## src/rtl/param_core_pkg.sv

```systemverilog
// -----------------------------------------------------------------------------
// param_core_pkg
// Shared definitions for the configurable processing core:
//   - per-channel configuration word layout (enable bit + 3-bit op code)
//   - op code values
//   - configuration-load FSM state encoding
//   - small helpers to pick fields out of a channel configuration word
// No ports (package).
// -----------------------------------------------------------------------------
package param_core_pkg;

    // Configuration bits per channel: [3] = channel enable, [2:0] = op.
    localparam int CFG_BITS   = 4;
    localparam int CFG_EN_BIT = 3;

    // Operation codes (results are modulo 2^W).
    localparam logic [2:0] OP_PASS_A = 3'd0;
    localparam logic [2:0] OP_ADD    = 3'd1;
    localparam logic [2:0] OP_SUB    = 3'd2;
    localparam logic [2:0] OP_AND    = 3'd3;
    localparam logic [2:0] OP_OR     = 3'd4;
    localparam logic [2:0] OP_XOR    = 3'd5;
    localparam logic [2:0] OP_ACC    = 3'd6;
    localparam logic [2:0] OP_MAX    = 3'd7;

    // Configuration-load FSM states.
    typedef enum logic [1:0] {
        IDLE   = 2'd0,
        SHIFT  = 2'd1,
        COMMIT = 2'd2
    } state_t;

    // Field extraction helpers for one channel configuration word.
    function automatic logic [2:0] cfg_op(input logic [CFG_BITS-1:0] cfg);
        return cfg[2:0];
    endfunction

    function automatic logic cfg_en(input logic [CFG_BITS-1:0] cfg);
        return cfg[CFG_EN_BIT];
    endfunction

endpackage : param_core_pkg

```

## src/rtl/param_core_channel.sv

```systemverilog
// -----------------------------------------------------------------------------
// core_channel
// One processing lane of param_core. Applies the configured op to operands
// a and b and registers the result (1-cycle latency). The output register
// only updates when the operands are valid and the lane is enabled; in all
// other cycles it holds, which is also what gives ACC its running state.
//
// Ports:
//   clb_clk   in   1         clock, rising edge
//   clb_rst   in   1         synchronous reset, active-high (clears result)
//   cfg       in   CFG_BITS  active lane config: [3]=enable, [2:0]=op
//   a         in   W         operand A
//   b         in   W         operand B
//   in_valid  in   1         operands valid this cycle
//   out       out  W         registered result
// -----------------------------------------------------------------------------
module core_channel
    import param_core_pkg::*;
#(
    parameter int W = 32
) (
    input  logic                clb_clk,
    input  logic                clb_rst,
    input  logic [CFG_BITS-1:0] cfg,
    input  logic [W-1:0]        a,
    input  logic [W-1:0]        b,
    input  logic                in_valid,
    output logic [W-1:0]        out
);

    logic [W-1:0] out_q;
    logic [W-1:0] out_d;
    logic [W-1:0] result;

    // Op result; all arithmetic wraps at W bits (carry/borrow dropped).
    always_comb begin
        result = '0;
        case (cfg_op(cfg))
            OP_PASS_A: result = a;
            OP_ADD:    result = a + b;
            OP_SUB:    result = a - b;
            OP_AND:    result = a & b;
            OP_OR:     result = a | b;
            OP_XOR:    result = a ^ b;
            OP_ACC:    result = out_q + a;   // accumulates onto the held result
            OP_MAX:    result = (a > b) ? a : b;
        endcase
    end

    always_comb begin
        out_d = out_q;
        if (in_valid && cfg_en(cfg)) begin
            out_d = result;
        end
    end

    always_ff @(posedge clb_clk) begin
        if (clb_rst) begin
            out_q <= '0;
        end else begin
            out_q <= out_d;
        end
    end

    assign out = out_q;

endmodule : core_channel

```

## src/rtl/param_core.sv

```systemverilog
// -----------------------------------------------------------------------------
// param_core
// N-channel configurable processing core. Channel configuration is shifted
// in serially (MSB first) through a scan chain and committed atomically into
// the active configuration only when exactly N_CH*CFG_BITS bits were shifted.
// The datapath keeps running on the old active configuration while a new
// one is being shifted in.
//
// Ports:
//   clb_clk    in   1        clock, rising edge
//   clb_rst    in   1        synchronous reset, active-high
//   prog_in    in   1        serial config data, sampled when prog_en=1
//   prog_en    in   1        shift enable for the config chain
//   prog_out   out  1        chain MSB, for daisy-chaining to the next core
//   cfg_done   out  1        pulse: new configuration committed
//   cfg_err    out  1        pulse: wrong bit count, commit rejected
//   in_valid   in   1        operands valid this cycle
//   in_a       in   N_CH*W   operand A, channel k at [k*W +: W]
//   in_b       in   N_CH*W   operand B, channel k at [k*W +: W]
//   out_valid  out  1        in_valid delayed by one cycle
//   out_data   out  N_CH*W   results, channel k at [k*W +: W]
// -----------------------------------------------------------------------------
module param_core
    import param_core_pkg::*;
#(
    parameter int N_CH = 4,
    parameter int W    = 32
) (
    input  logic              clb_clk,
    input  logic              clb_rst,
    input  logic              prog_in,
    input  logic              prog_en,
    output logic              prog_out,
    output logic              cfg_done,
    output logic              cfg_err,
    input  logic              in_valid,
    input  logic [N_CH*W-1:0] in_a,
    input  logic [N_CH*W-1:0] in_b,
    output logic              out_valid,
    output logic [N_CH*W-1:0] out_data
);

    localparam int L  = N_CH * CFG_BITS;
    // Counter must reach L+1 so an over-long load is distinguishable from L.
    localparam int CW = $clog2(L + 2);
    localparam logic [CW-1:0] CNT_FULL = CW'(L);
    localparam logic [CW-1:0] CNT_SAT  = CW'(L + 1);

    logic [L-1:0]  chain_q, chain_d;
    logic [L-1:0]  active_cfg_q, active_cfg_d;
    logic [CW-1:0] count_q, count_d;
    state_t        state_q, state_d;
    logic          out_valid_q, out_valid_d;

    // Next-state logic for the configuration chain and load FSM. The
    // done/err pulses are decoded from the registered state, so they are
    // high for exactly the one COMMIT cycle.
    always_comb begin
        chain_d      = chain_q;
        active_cfg_d = active_cfg_q;
        count_d      = count_q;
        state_d      = state_q;
        cfg_done     = 1'b0;
        cfg_err      = 1'b0;

        case (state_q)
            IDLE: begin
                if (prog_en) begin
                    chain_d = {chain_q[L-2:0], prog_in};
                    count_d = CW'(1);
                    state_d = SHIFT;
                end
            end
            SHIFT: begin
                if (prog_en) begin
                    chain_d = {chain_q[L-2:0], prog_in};
                    if (count_q != CNT_SAT) begin
                        count_d = count_q + CW'(1);
                    end
                end else begin
                    state_d = COMMIT;
                end
            end
            COMMIT: begin
                // prog_en is deliberately ignored here: no shift this cycle.
                if (count_q == CNT_FULL) begin
                    active_cfg_d = chain_q;
                    cfg_done     = 1'b1;
                end else begin
                    cfg_err      = 1'b1;
                end
                count_d = '0;
                state_d = IDLE;
            end
            default: begin
                state_d = IDLE;
                count_d = '0;
            end
        endcase
    end

    always_comb begin
        out_valid_d = in_valid;
    end

    always_ff @(posedge clb_clk) begin
        if (clb_rst) begin
            chain_q      <= '0;
            active_cfg_q <= '0;
            count_q      <= '0;
            state_q      <= IDLE;
            out_valid_q  <= 1'b0;
        end else begin
            chain_q      <= chain_d;
            active_cfg_q <= active_cfg_d;
            count_q      <= count_d;
            state_q      <= state_d;
            out_valid_q  <= out_valid_d;
        end
    end

    assign prog_out  = chain_q[L-1];
    assign out_valid = out_valid_q;

    // One lane per channel; each sees its own slice of the active config.
    generate
        for (genvar gi = 0; gi < N_CH; gi++) begin : g_ch
            core_channel #(
                .W (W)
            ) u_ch (
                .clb_clk  (clb_clk),
                .clb_rst  (clb_rst),
                .cfg      (active_cfg_q[gi*CFG_BITS +: CFG_BITS]),
                .a        (in_a[gi*W +: W]),
                .b        (in_b[gi*W +: W]),
                .in_valid (in_valid),
                .out      (out_data[gi*W +: W])
            );
        end
    endgenerate

endmodule : param_core

```

## config.mk

```make
export PLATFORM = sky130hd
export DESIGN_NAME = param_core
export DESIGN_NICKNAME = d
export VERILOG_FILES = /design/src/rtl/param_core_pkg.sv /design/src/rtl/param_core_channel.sv /design/src/rtl/param_core.sv
export SDC_FILE = /design/constraint.sdc
export NUM_CORES = 2
export LEC_CHECK = 0
export CAP_MARGIN = 40
export CORE_MARGIN = 2
export CORE_UTILIZATION = 53
export DETAILED_ROUTE_END_ITERATION = 16
export PLACE_DENSITY_LB_ADDON = 0.12
export SETUP_SLACK_MARGIN = 0.1
export SYNTH_ARGS = -nofsm -noshare
export SYNTH_HDL_FRONTEND = slang
export SYNTH_SLANG_ARGS = --single-unit
```

## constraint.sdc

```tcl
create_clock -name clb_clk -period 4 [get_ports clb_clk]
set_input_delay 0.8 -clock clb_clk [delete_from_list [all_inputs] [get_ports clb_clk]]
set_output_delay 0.8 -clock clb_clk [all_outputs]
set_load 0.01 [all_outputs]
```

==> results.yml <==
outcome:
  status: "completed"
global_route:
  grt_pass1_wl_um: 202000
  grt-busiest-layer: "met2"
  grt_usage_pct: 39.4
  grt_max_degree: 71
  grt_use_met1_pct: 50.7
  grt_use_met2_pct: 63.0
  grt_overflow: 0
  antenna_found_initial: 5
  grt_pass1_vias: 37600
  met3_usage_pct: 7.75
power_and_ir_drop:
  peakVddDrop_v: 0.000389
  power.total_mw: 8.09
  power_density_nw_per_um2: 185
  total_leakage_power_nw: 19.6
job:
  max-cap-violations: 0
setup_path:
  cp-end-kind: "register"
  cp.arrival_ns: 4.26
  required_ns: 4.37
  startpoint_type: "register"
  worst-setup-path-type: "register to register"
  worst-path-max-fanout: 11
floorplanning:
  num_rows: 90
  initial_core_util_pct: 53.7
  io_pins: 393
  die_h_um: 252
  fp.coreArea_um2: 60600
  die_w_um: 252
  die_area_um2: 63400
synthesis:
  synth.top_cell.area_share_pct: 20.7
  yosysTopAreaCell: "ha_1"
  synth_fp_nets: 5321
  yosysWarnings: 0
  synth_edf_count: 0
  synthArstFlopShare_pct: 0
  synth_flop_cell: "dfxtp_1"
  synthCells: 4513
  synth_cell_types: 99
  ys_ff_latch: 168
  syn_area_um2: 32600
  synth_seq_area_share_pct: 10.3
  synth_common_cells: "ha_1 (539), a21oi_1 (484), inv_1 (392)"
  synth_most_common_cell: "ha_1"
  syn_avg_cell_area_um2: 7.21
  ys_top_cells_by_area: "ha_1 (21%), dfxtp_1 (10%), a21oi_1 (7.4%)"
placed_design:
  post-dp-hpwl_um: 98600
  portBuffers: 392
  globalplace.congestion: 1.03
  dp_slack_ns: -0.437
sta:
  final.period_utilization_pct: 97.3
  tns_ns: 0
  hold_viol: 0
  slew_violations: 0
  setup_viol: 0
  tightest_slew_ns: 0.954
  rsz0062_at_grt: "true"
  holdWs_ns: 0.456
  fin_crit_ns: 3.89
  fin_worst_skew_ns: 0.0210
  fmax_ghz: 0.257
  worst_slack_ns: 0.108
  maxSlewHeadroom_pct: 36.3
clock_network:
  cts_hold_buf: 0
  cts_tree: "done"
  cts_num_sinks: 168
  cts_max_path_buffers: 2
  clk_latency_ns: 0.53
  cts_buffers: 17
  cts-htree-levels: 4
  clock-root-buffer: "clkbuf_16"
  clk_pin_slew_worst_paths_ns: 0.09
drt:
  dr.pass1.iters: 6
  drtAntennaViolNets: 0
  drcViolationCount: 0
  initialDrtViolationCount: 3817
  num_vias: 39200
  vias_per_cell: 6.26
  wl_um: 131000
  routedWlPerCell_um: 20.9
hold_path:
  hold_path.class: "register to register"
cells_and_area:
  area_growth_pct: 34.3
  finalNetCount: 6279
  final_core_util_pct: 72.2
  drive_above_1_share_pct: 19.7
worst max-delay path, cell delays in order (launching register included):
cell and delay, ns:
dfxtp_2 0.32, nand3b_1 0.17, buf_12 0.17, buf_4 0.24, mux2_2 0.38, ha_1 0.31, a21o_1 0.21, a31oi_2 0.33
o2111ai_4 0.20, and3b_1 0.25, a31oi_2 0.32, or3_1 0.18, nand2_1 0.10, xor2_1 0.16, a221oi_1 0.32, nor4_1 0.08
registers in the layout, summed over array words and instances, names as in the netlist:
name,count
active_cfg_q,16
chain_q,16
count_q,5
g_ch.u_ch.out,128
out_valid,1
state_q,2
path summary, 6_finish.rpt:
check / from / endpoint / slack [ns] / cells after the start
worst max register to register: active_cfg_q[12] / g_ch[3].u_ch.out[29] / 0.11 / 15
worst max-delay path: active_cfg_q[12] / g_ch[3].u_ch.out[29] / 0.11 / 15
worst min-delay path: chain_q[9] / active_cfg_q[9] / 0.46 / 2
worst min register to register: chain_q[9] / active_cfg_q[9] / 0.46 / 2
layer usage:
metal	share of wire (%)	vias up
li1	-	18400
met1	41	18100
met2	44	2240
met3	10	474
met4	4.9	6
met5	0.026	-
area by class of cell:
| cell class | instances | area (µm²) |
|---|---|---|
| clock buffer | 18 | 429 |
| timing repair buffer | 1210 | 10300 |
| sequential | 168 | 3370 |
| antenna | 3 | 7.51 |
| fill | 5048 | 16900 |
| clock inverter | 14 | 168 |
| inverter | 394 | 1480 |
| tap | 782 | 978 |
| multi-input combinational | 3680 | 27000 |
where the power goes:
group / internal (mW) / total, mW / leakage [nW] / switching (mW)
sequential: 1.67 / 1.68 / 1.36 / 0.00383
combinational: 2.16 / 4.52 / 18.0 / 2.36
clock: 0.937 / 1.89 / 0.285 / 0.956
total: 4.77 / 8.09 / 19.6 / 3.32
stage by stage:
step | cells | instance area (µm²)
after global placement | 6216 | 42600
after global routing | 6268 | 43700
after CTS | 6254 | 43300
final | 6269 | 43700
after floorplan | 4513 | 32600
after detailed placement | 6222 | 42700
what timing repair did:
action / 4_1_cts / 5_1_grt
endpoints found under the hold margin: 0 / 0
setup buffers: 0 / 10
resized for setup: 0 / 76
endpoints found under the setup margin: 0 / 110
logic make-up after synthesis:
kind of cell | count (synthesis) | share of synthesized area, %
XOR/XNOR | 230 | 6.19
buffers and inverters | 665 | 7.83
flip-flops | 168 | 10.3
AND/OR/NAND/NOR | 1172 | 16.8
AO/OA/AOI/OAI | 1540 | 31.3
multiplexers | 191 | 6.35
adder cells (fa/ha/maj) | 547 | 21.2
cells in the final DEF, fill, tap and decap left out, types with 24 or more instances in the layout:
cell type        synthesis  layout
dfxtp_1                168     163
o211ai_1                43      43
o21a_1                  31      31
o21bai_1                38      38
nand2_1                332     330
mux2_2                 125     125
or3_1                   24      24
a21oi_1                484     480
a22o_1                  63      63
o21ai_0                238     232
nand3_1                 73      72
a221oi_1                71      68
a211oi_1               101      95
nand2b_1                27      27
xnor2_1                171     170
inv_1                  392     392
nor4_1                  82      78
a22oi_1                 55      55
a21o_1                  76      76
o21ai_1                 24      26
o221ai_1                62      61
a31oi_1                 35      31
ha_1                   539     539
clkdlybuf4s50_1          0     387
o31ai_1                 43      37
nor2_1                 361     359
nor3_1                 107     105
xor2_1                  59      59
mux2i_1                 66      66
nor2b_1                 50      43
buf_4                    3     795
Note: power is estimated with default switching activity, not from simulation.
